### src/rtl/cap_sched.sv
// Round-robin capture scheduler: grants one of four requesters, samples din once per grant, queues {src,bit}.
// Latency: eligible req seen in IDLE -> gnt next cycle -> entry visible in FIFO the cycle after the grant.
// Backpressure: none toward requesters; a capture into a full FIFO is dropped and flags sticky overflow.
module cap_sched #(
  parameter int N_REQ = 4,
  parameter int DEPTH = 4
) (
  input  logic             clk,
  input  logic             reset,
  input  logic [N_REQ-1:0] req,
  input  logic [1:0]       mode,
  input  logic             din,
  input  logic             pop,
  output logic [N_REQ-1:0] gnt,
  output logic             o_valid,
  output logic             o_data,
  output logic [1:0]       o_src,
  output logic             full,
  output logic             overflow
);

  localparam int AW = (DEPTH > 1) ? $clog2(DEPTH) : 1;
  localparam int CW = AW + 1;
  localparam logic [CW-1:0] FULL_CNT = CW'(DEPTH);

  typedef enum logic [1:0] {
    IDLE      = 2'd0,
    GRANT     = 2'd1,
    WAIT_DROP = 2'd2
  } state_t;

  state_t             state_q;
  logic [1:0]         rr_q;
  logic [1:0]         win_q;
  logic [N_REQ-1:0]   gnt_q;

  logic [N_REQ-1:0]   elig;
  logic               pick_vld;
  logic [1:0]         pick_idx;
  logic [1:0]         cand;

  logic [2:0]         mem_q [DEPTH];
  logic [AW-1:0]      wr_ptr_q;
  logic [AW-1:0]      rd_ptr_q;
  logic [CW-1:0]      count_q;
  logic [CW-1:0]      count_d;
  logic               valid_q;
  logic               full_q;
  logic               ovf_q;

  logic               push;
  logic               pop_ok;
  logic               push_ok;
  logic               drop;

  // Eligibility mask from mode: 0x = everyone, 11 = odd requesters only, 10 = paused
  always_comb begin
    elig = '0;
    case (mode)
      2'b00, 2'b01: elig = '1;
      2'b11:        elig = 4'b1010;
      default:      elig = '0;
    endcase
  end

  // Round-robin search: first eligible requester at or after rr_q, wrapping mod 4
  always_comb begin
    pick_vld = 1'b0;
    pick_idx = rr_q;
    cand     = rr_q;
    for (int i = 0; i < N_REQ; i++) begin
      cand = rr_q + i[1:0];
      if (!pick_vld && req[cand] && elig[cand]) begin
        pick_vld = 1'b1;
        pick_idx = cand;
      end
    end
  end

  // Scheduler FSM; gnt is registered here and only held for the single GRANT cycle
  always_ff @(posedge clk or posedge reset) begin
    if (reset) begin
      state_q <= IDLE;
      rr_q    <= 2'd0;
      win_q   <= 2'd0;
      gnt_q   <= '0;
    end else begin
      case (state_q)
        IDLE: begin
          if (pick_vld) begin
            win_q   <= pick_idx;
            gnt_q   <= N_REQ'(1) << pick_idx;
            state_q <= GRANT;
          end
        end
        GRANT: begin
          gnt_q   <= '0;
          rr_q    <= win_q + 2'd1;
          state_q <= WAIT_DROP;
        end
        WAIT_DROP: begin
          // Winner must release its level before it can be considered again
          if (!req[win_q]) state_q <= IDLE;
        end
        default: state_q <= IDLE;
      endcase
    end
  end

  // Capture happens at the edge that ends GRANT; a same-cycle pop on a full FIFO makes room
  always_comb begin
    push    = (state_q == GRANT);
    pop_ok  = pop && valid_q;
    push_ok = push && (!full_q || pop_ok);
    drop    = push && !push_ok;
    count_d = count_q;
    case ({push_ok, pop_ok})
      2'b10:   count_d = count_q + CW'(1);
      2'b01:   count_d = count_q - CW'(1);
      default: count_d = count_q;
    endcase
  end

  // Circular buffer storage, pointers, registered status flags and sticky overflow
  always_ff @(posedge clk or posedge reset) begin
    if (reset) begin
      for (int i = 0; i < DEPTH; i++) mem_q[i] <= 3'd0;
      wr_ptr_q <= '0;
      rd_ptr_q <= '0;
      count_q  <= '0;
      valid_q  <= 1'b0;
      full_q   <= 1'b0;
      ovf_q    <= 1'b0;
    end else begin
      if (push_ok) begin
        mem_q[wr_ptr_q] <= {win_q, din};
        wr_ptr_q        <= wr_ptr_q + AW'(1);
      end
      if (pop_ok) rd_ptr_q <= rd_ptr_q + AW'(1);
      count_q <= count_d;
      valid_q <= (count_d != '0);
      full_q  <= (count_d == FULL_CNT);
      if (drop) ovf_q <= 1'b1;
    end
  end

  assign gnt      = gnt_q;
  assign o_valid  = valid_q;
  assign full     = full_q;
  assign overflow = ovf_q;
  assign o_src    = mem_q[rd_ptr_q][2:1];
  assign o_data   = mem_q[rd_ptr_q][0];

endmodule

### config.mk
export PLATFORM = sky130hd
export DESIGN_NAME = cap_sched
export DESIGN_NICKNAME = d
export VERILOG_FILES = /design/src/rtl/cap_sched.sv
export SDC_FILE = /design/constraint.sdc
export NUM_CORES = 1
export LEC_CHECK = 0
export BUFFER_PORTS_ARGS = -buffer_cell sky130_fd_sc_hd__buf_2
export CORE_AREA = 2 2 77 79
export DETAILED_ROUTE_END_ITERATION = 12
export DIE_AREA = 0 0 79 81
export PLACE_DENSITY = 0.44
export SLEW_MARGIN = 20
export SYNTH_ARGS = -nofsm -noshare
export SYNTH_HDL_FRONTEND = slang
export SYNTH_SLANG_ARGS = --single-unit
### constraint.sdc
create_clock -name clk -period 2.9 [get_ports clk]
set_clock_uncertainty 0.2 [all_clocks]
set_input_delay 0.29 -clock clk [delete_from_list [all_inputs] [get_ports clk]]
set_output_delay 0.29 -clock clk [all_outputs]
set_load 0.01 [all_outputs]
* Yosys cells after proc, flatten, opt, wreduce, memory -nomap -nowiden *
Cells that the tools add are included.

word-level totals
  register bits = 32
  logic and storage cells = 105

operators by class
  $add $sub $neg = 8
  magnitude comparators = 8
  equal/unequal tests = 9
  shift-type cells = 1
  muxes and demuxes = 38
  bitwise operators = 2
  reduce and logical (&&, ||, !) cells = 25

operator list
  kind                   number
  $bmux W1 S2            9
  $pmux W4 S2            2
  $lt A2 B3 Y1 const B   5
  $mux W1                13
  $bwmux W12             1
  $logic_and A1 B1 Y1    11
  $mux W2                5
  $mux W3                3
  $add A2 B1 Y2 const B  4
  $bmux W3 S2            1
  $demux W3 S2           1
  $eq A2 B1 Y1 const B   3
  $eq A2 B2 Y1 const B   3
  $ge A3 B3 Y1 const B   2
  $not A2 Y3             2
  $pmux W2 S3            1
  $pmux W3 S2            1
  $reduce_and A2 Y1      3
  $logic_not A1 Y1       5
  $add A2 B2 Y2 const B  2
  $logic_not A2 Y1       2
  $mux W4                1
  $ne A2 B2 Y1 const B   2
  $shl A1 B2 Y4 const A  1
  other kinds (8)        8

* Longest topological paths before layout *
  word-level depth = 22
  depth in mapped cells = 12
  mapped depth without buffers = 11

* Worst setup path before layout *
OpenSTA, ideal clock, no wires.

  kind = register -> register
  from = reg state_q[1]
  to = reg valid_q, in the netlist o_valid
  data arrival time = 2.053 ns
  data required time = 2.569 ns
  path slack = 0.516 ns
  stages on the path, launching flop included = 13
  buffers on the path = 1
  cells stage by stage = dfrtp_1 > nand2b_1 > buf_2 > a21oi_4 > inv_1 > ha_1 > inv_1 > fa_1 > xor2_1 > nor2_1 > xnor2_1 > inv_1 > or3_1

between the ends
  cells in the longest elaborated chain, start to end = 5

ends and longest elaborated chain
  what                                                 RTL line  source
  from (decl)                                          32        state_t state_q;
  from (signal assigned)                               83        state_q <= IDLE;
  from (signal assigned)                               93        state_q <= GRANT;
  from (signal assigned)                               99        state_q <= WAIT_DROP;
  $eq A2 B1 Y1 *                                       112       push = (state_q == GRANT);
  $logic_and A1 B1 Y1 *                                114       push_ok = push && (!full_q || pop_ok);
  $eq A2 B1 Y1 / $eq A2 B2 Y1 (equally long branches)  117       case ({push_ok, pop_ok})
  $pmux W3 S2 *                                        117
  net count_d[2]                                       46        logic [CW-1:0] count_d;
  $reduce_bool A3 Y1 *                                 141       valid_q <= (count_d != '0);
  to (signal assigned)                                 141
  to (decl)                                            47        logic valid_q;

The timed path passes the listed nets; every way through them passes the cells marked *.
A chain may end at the register's enable or synchronous reset.

* Worst setup path in the final report *
Ends and elaborated chain as after synthesis.

==> impl_results.md <==
- Synth Warn #: 0
- Core area: 5680 um2
- Number of H-tree levels: 2
- WS Path Type: reg2reg
- Number of standard cells after synthesis: 142
- Final setup fails: 0
- Portion of the clock cycle consumed by the worst path in the final layout: 84.0%
- Via count of the first global-routing pass: 1111
- Seq/Total Area, Yosys: 49.6%
- Source of the worst register-to-register timing path: state_q[1]$_DFFE_PP0P_
- Non-Filler Cell Area, Final: 1890 um2
- Clock-pin slew reported for the worst setup and hold paths after clock tree synthesis: 0.07 ns
- Count of maximum capacitance violations: 0
- Final critical-path setup slack: 0.464 ns
- Nets in the synthesized netlist: 158
- Top-area cell type share of the netlist area: 49.6%
- Most common library cells after synthesis: 32 x dfrtp_1, 17 x nand2_1, 14 x inv_1
- Hold Path End: mem_q[0]$_DFFE_PP0P_
- Number of search-and-repair iterations in the first detailed-routing pass: 4
- Register bit total from synthesis: 32
- Type of the most critical hold path: in2reg
- Wire length of the first global-routing pass: 5400 um
- Number of failing hold endpoints at the final stage: 0
- Worst Hold Depth: 2
- Depth of the worst register-to-register path: 11
- Flop-to-flop setup slack: 0.46 ns
- Filler instances: 598
- Critical path endpoint category: flop
- Routed length per instance: 13.1 um
- Sequential cell area: 801 um2
- Non-filler cells, final: 243
- Leading register cell type out of synthesis: dfrtp_1
- Sum Neg Setup Slack: 0 ns
- Antenna Violating Nets Remaining: 0
- Synthesized area per cell: 11.4 um2
- PD cells: 1050 nW/um2
- PortBufs: 19
- Clock net sink count: 32
- Netlist area before placement: 1610 um2
- Total power draw: 1.99 mW
- Most numerous cell in the Yosys netlist: dfrtp_1
- Cts bufs inserted: 5
- Gp weighted congestion: 0.776
- Clock tree from TritonCTS: done
- Initial antenna violation count: 0
- Global-route total usage across every layer: 11.1%
- Detailed router's first-iteration violation count: 40
- Clock latency at the later pin of the worst-skew pair: 0.28 ns
- Share of layout cells above drive strength 1: 25.6%
- Static leakage: 0.878 nW
- Max-Slew Margin vs Limit: 72.8%
- Worst path arrival time: 2.39 ns
- Ratio of routed vias to standard cells: 4.39
- Result of the run: completed
- Fraction of power spent switching nets: 37.8%
- Worst Max-Slew Pin Slew: 0.408 ns
- Number of synthesized flops with an enable pin: 0
- Internal power: 1.24 mW
- Horizontal die dimension: 79 um
- Multi-input gate area in the final layout: 741 um2
- Post-placement cell count: 235
- Peak VDD IR: 0.390 mV
- Tmin final: 2.44 ns
- Switching pwr: 751 uW
- Cell type with the highest aggregate area in the netlist: dfrtp_1
- Clock Path Buffers: 2
- Leading cell types by total area after synthesis: dfrtp_1 50%, mux4_2 5.6%, mux2_2 4.9%, nand2_1 4.0%, ha_1 3.9%
- Async S/R FF share, synth: 100%
- Unrepaired setup endpoints after global routing: false
- Combinational share of power: 42.8%
- Nets: 184
- Startpoint type of the worst setup path: flop
- Chip Height: 81 um
- Root buffer selected by CTS: clkbuf_8
- Data required time of the worst path: 2.85 ns
- Detailed Route WL: 3180 um
- Worst flop-to-flop path endpoint: o_valid$_DFF_PP0_
- # DRC: 0
- Power share of the sequential group: 41.4%
- Die area: 6400 um2
- Num rows: 28
- Half-perimeter wire length after detailed placement: 2480 um
- Max Clock Freq: 411 MHz
- Relative contribution of the clock network to total power: 15.8%
- Setup WS pre-CTS: 0.423 ns
- Number of max-slew violations in the final report: 0
- Antenna Diode Count: 0
- Effective utilization at floorplan: 28.4%
- Largest net degree at the start of global routing: 33
- Maximum fanout count along the critical path: 8
- Grt total ovfl: 0
- I/O pins: 20
- Post-DP Area: 1800 um2
- Signed area change from the synthesized netlist to the final layout: 16.8%
- Number of library cell types mapped by synthesis: 36
- Worst Min Path Start: din
- DR vias: 1066
==> layout make-up <==
class	count	area share [%]
timing repair buffer	22	6.37
multi-input combinational	93	39.3
tap	75	4.98
sequential	32	42.5
clock buffer	6	3.85
inverter	14	2.79
clock inverter	1	0.265
==> logic make-up after synthesis <==
| group | synth area share (%) |
|---|---|
| xor+xnor | 3.80 |
| buf+inv | 4.50 |
| fa+ha+maj | 5.12 |
| compound gates | 13.5 |
| simple gates | 8.76 |
| mux | 14.7 |
| flops | 49.6 |
==> power by group through the flow <==
stage               clock [mW]  sequential (mW)  combinational [mW]
global route             0.348            0.860               0.957
CTS                      0.328            0.829               0.867
floorplan                    0            0.780               0.677
detailed placement           0            0.836               0.860
global placement             0            0.826               0.839
finish                   0.314            0.823               0.849
==> registers in the layout (all words and copies together), names as in the netlist, 2 cells and up <==
signal    cells
rd_ptr_q      2
state_q       2
wr_ptr_q      2
rr_q          2
count_q       3
gnt           4
win_q         2
mem_q        12
==> critical path, cell delays in order (launching register included) <==
cell and delay [ns]:
dfrtp_1 0.40, nand2b_1 0.21, a21oi_4 0.23, inv_1 0.07, ha_1 0.21, inv_1 0.08
fa_1 0.17, xor2_1 0.14, nor2_1 0.06, xnor2_1 0.17, inv_1 0.07, or3_1 0.30
==> cell usage in the layout (no fill, tap or decap), drive strengths merged, types with 2 or more instances in the layout <==
master | netlist | routed
a21oi | 6 | 6
a32o | 2 | 2
buf | 2 | 21
clkbuf | 1 | 6
dfrtp | 32 | 32
ha | 5 | 5
inv | 14 | 14
mux2 | 11 | 11
mux2i | 2 | 2
mux4 | 4 | 4
nand2 | 17 | 17
nand2b | 2 | 2
nand3 | 2 | 2
nor2 | 8 | 8
o21ai | 12 | 12
o21bai | 3 | 3
xnor2 | 5 | 5
xor2 | 2 | 2
==> metrics by stage <==
step / hold slack [ns] / utilization [%]
after floorplan: 0.206 / -
after global routing: 0.100 / 33.2
final: 0.0844 / 33.2
after CTS: 0.0756 / 33.2
after global placement: 0.183 / 31.7
after detailed placement: 0.196 / 31.7
==> how the worst max path moves through the flow <==
stage | start | to | slack, ns | cells past startpoint
2_1_floorplan | state_q[1]$_DFFE_PP0P_ | o_valid$_DFF_PP0_ | 0.52 | 12
3_3_place_gp | pop | o_valid$_DFF_PP0_ | 0.48 | 12
3_5_place_dp | pop | o_valid$_DFF_PP0_ | 0.42 | 12
4_1_cts | state_q[1]$_DFFE_PP0P_ | o_valid$_DFF_PP0_ | 0.44 | 11
5_1_grt | state_q[1]$_DFFE_PP0P_ | o_valid$_DFF_PP0_ | 0.26 | 11
6_report | state_q[1]$_DFFE_PP0P_ | o_valid$_DFF_PP0_ | 0.46 | 11
==> what timing repair did <==
item,CTS,global route
endpoints found under the setup margin,0,0
endpoints found under the hold margin,32,0
hold buffers,1,0
setup buffers,0,0
gates resized for setup,0,0
==> metal layers <==
| layer | GRT usage (%) | share of wire [%] | routed length [um] | vias to the layer above |
|---|---|---|---|---|
| li1 | - | - | - | 539 |
| met1 | 13.1 | 44 | 1410 | 503 |
| met2 | 19.7 | 50 | 1590 | 20 |
| met3 | 3.11 | 4.6 | 145 | 4 |
| met4 | 3.62 | 0.98 | 31 | 0 |
| met5 | 0 | 0 | 0 | - |
Note: power is estimated with default switching activity, not from simulation.
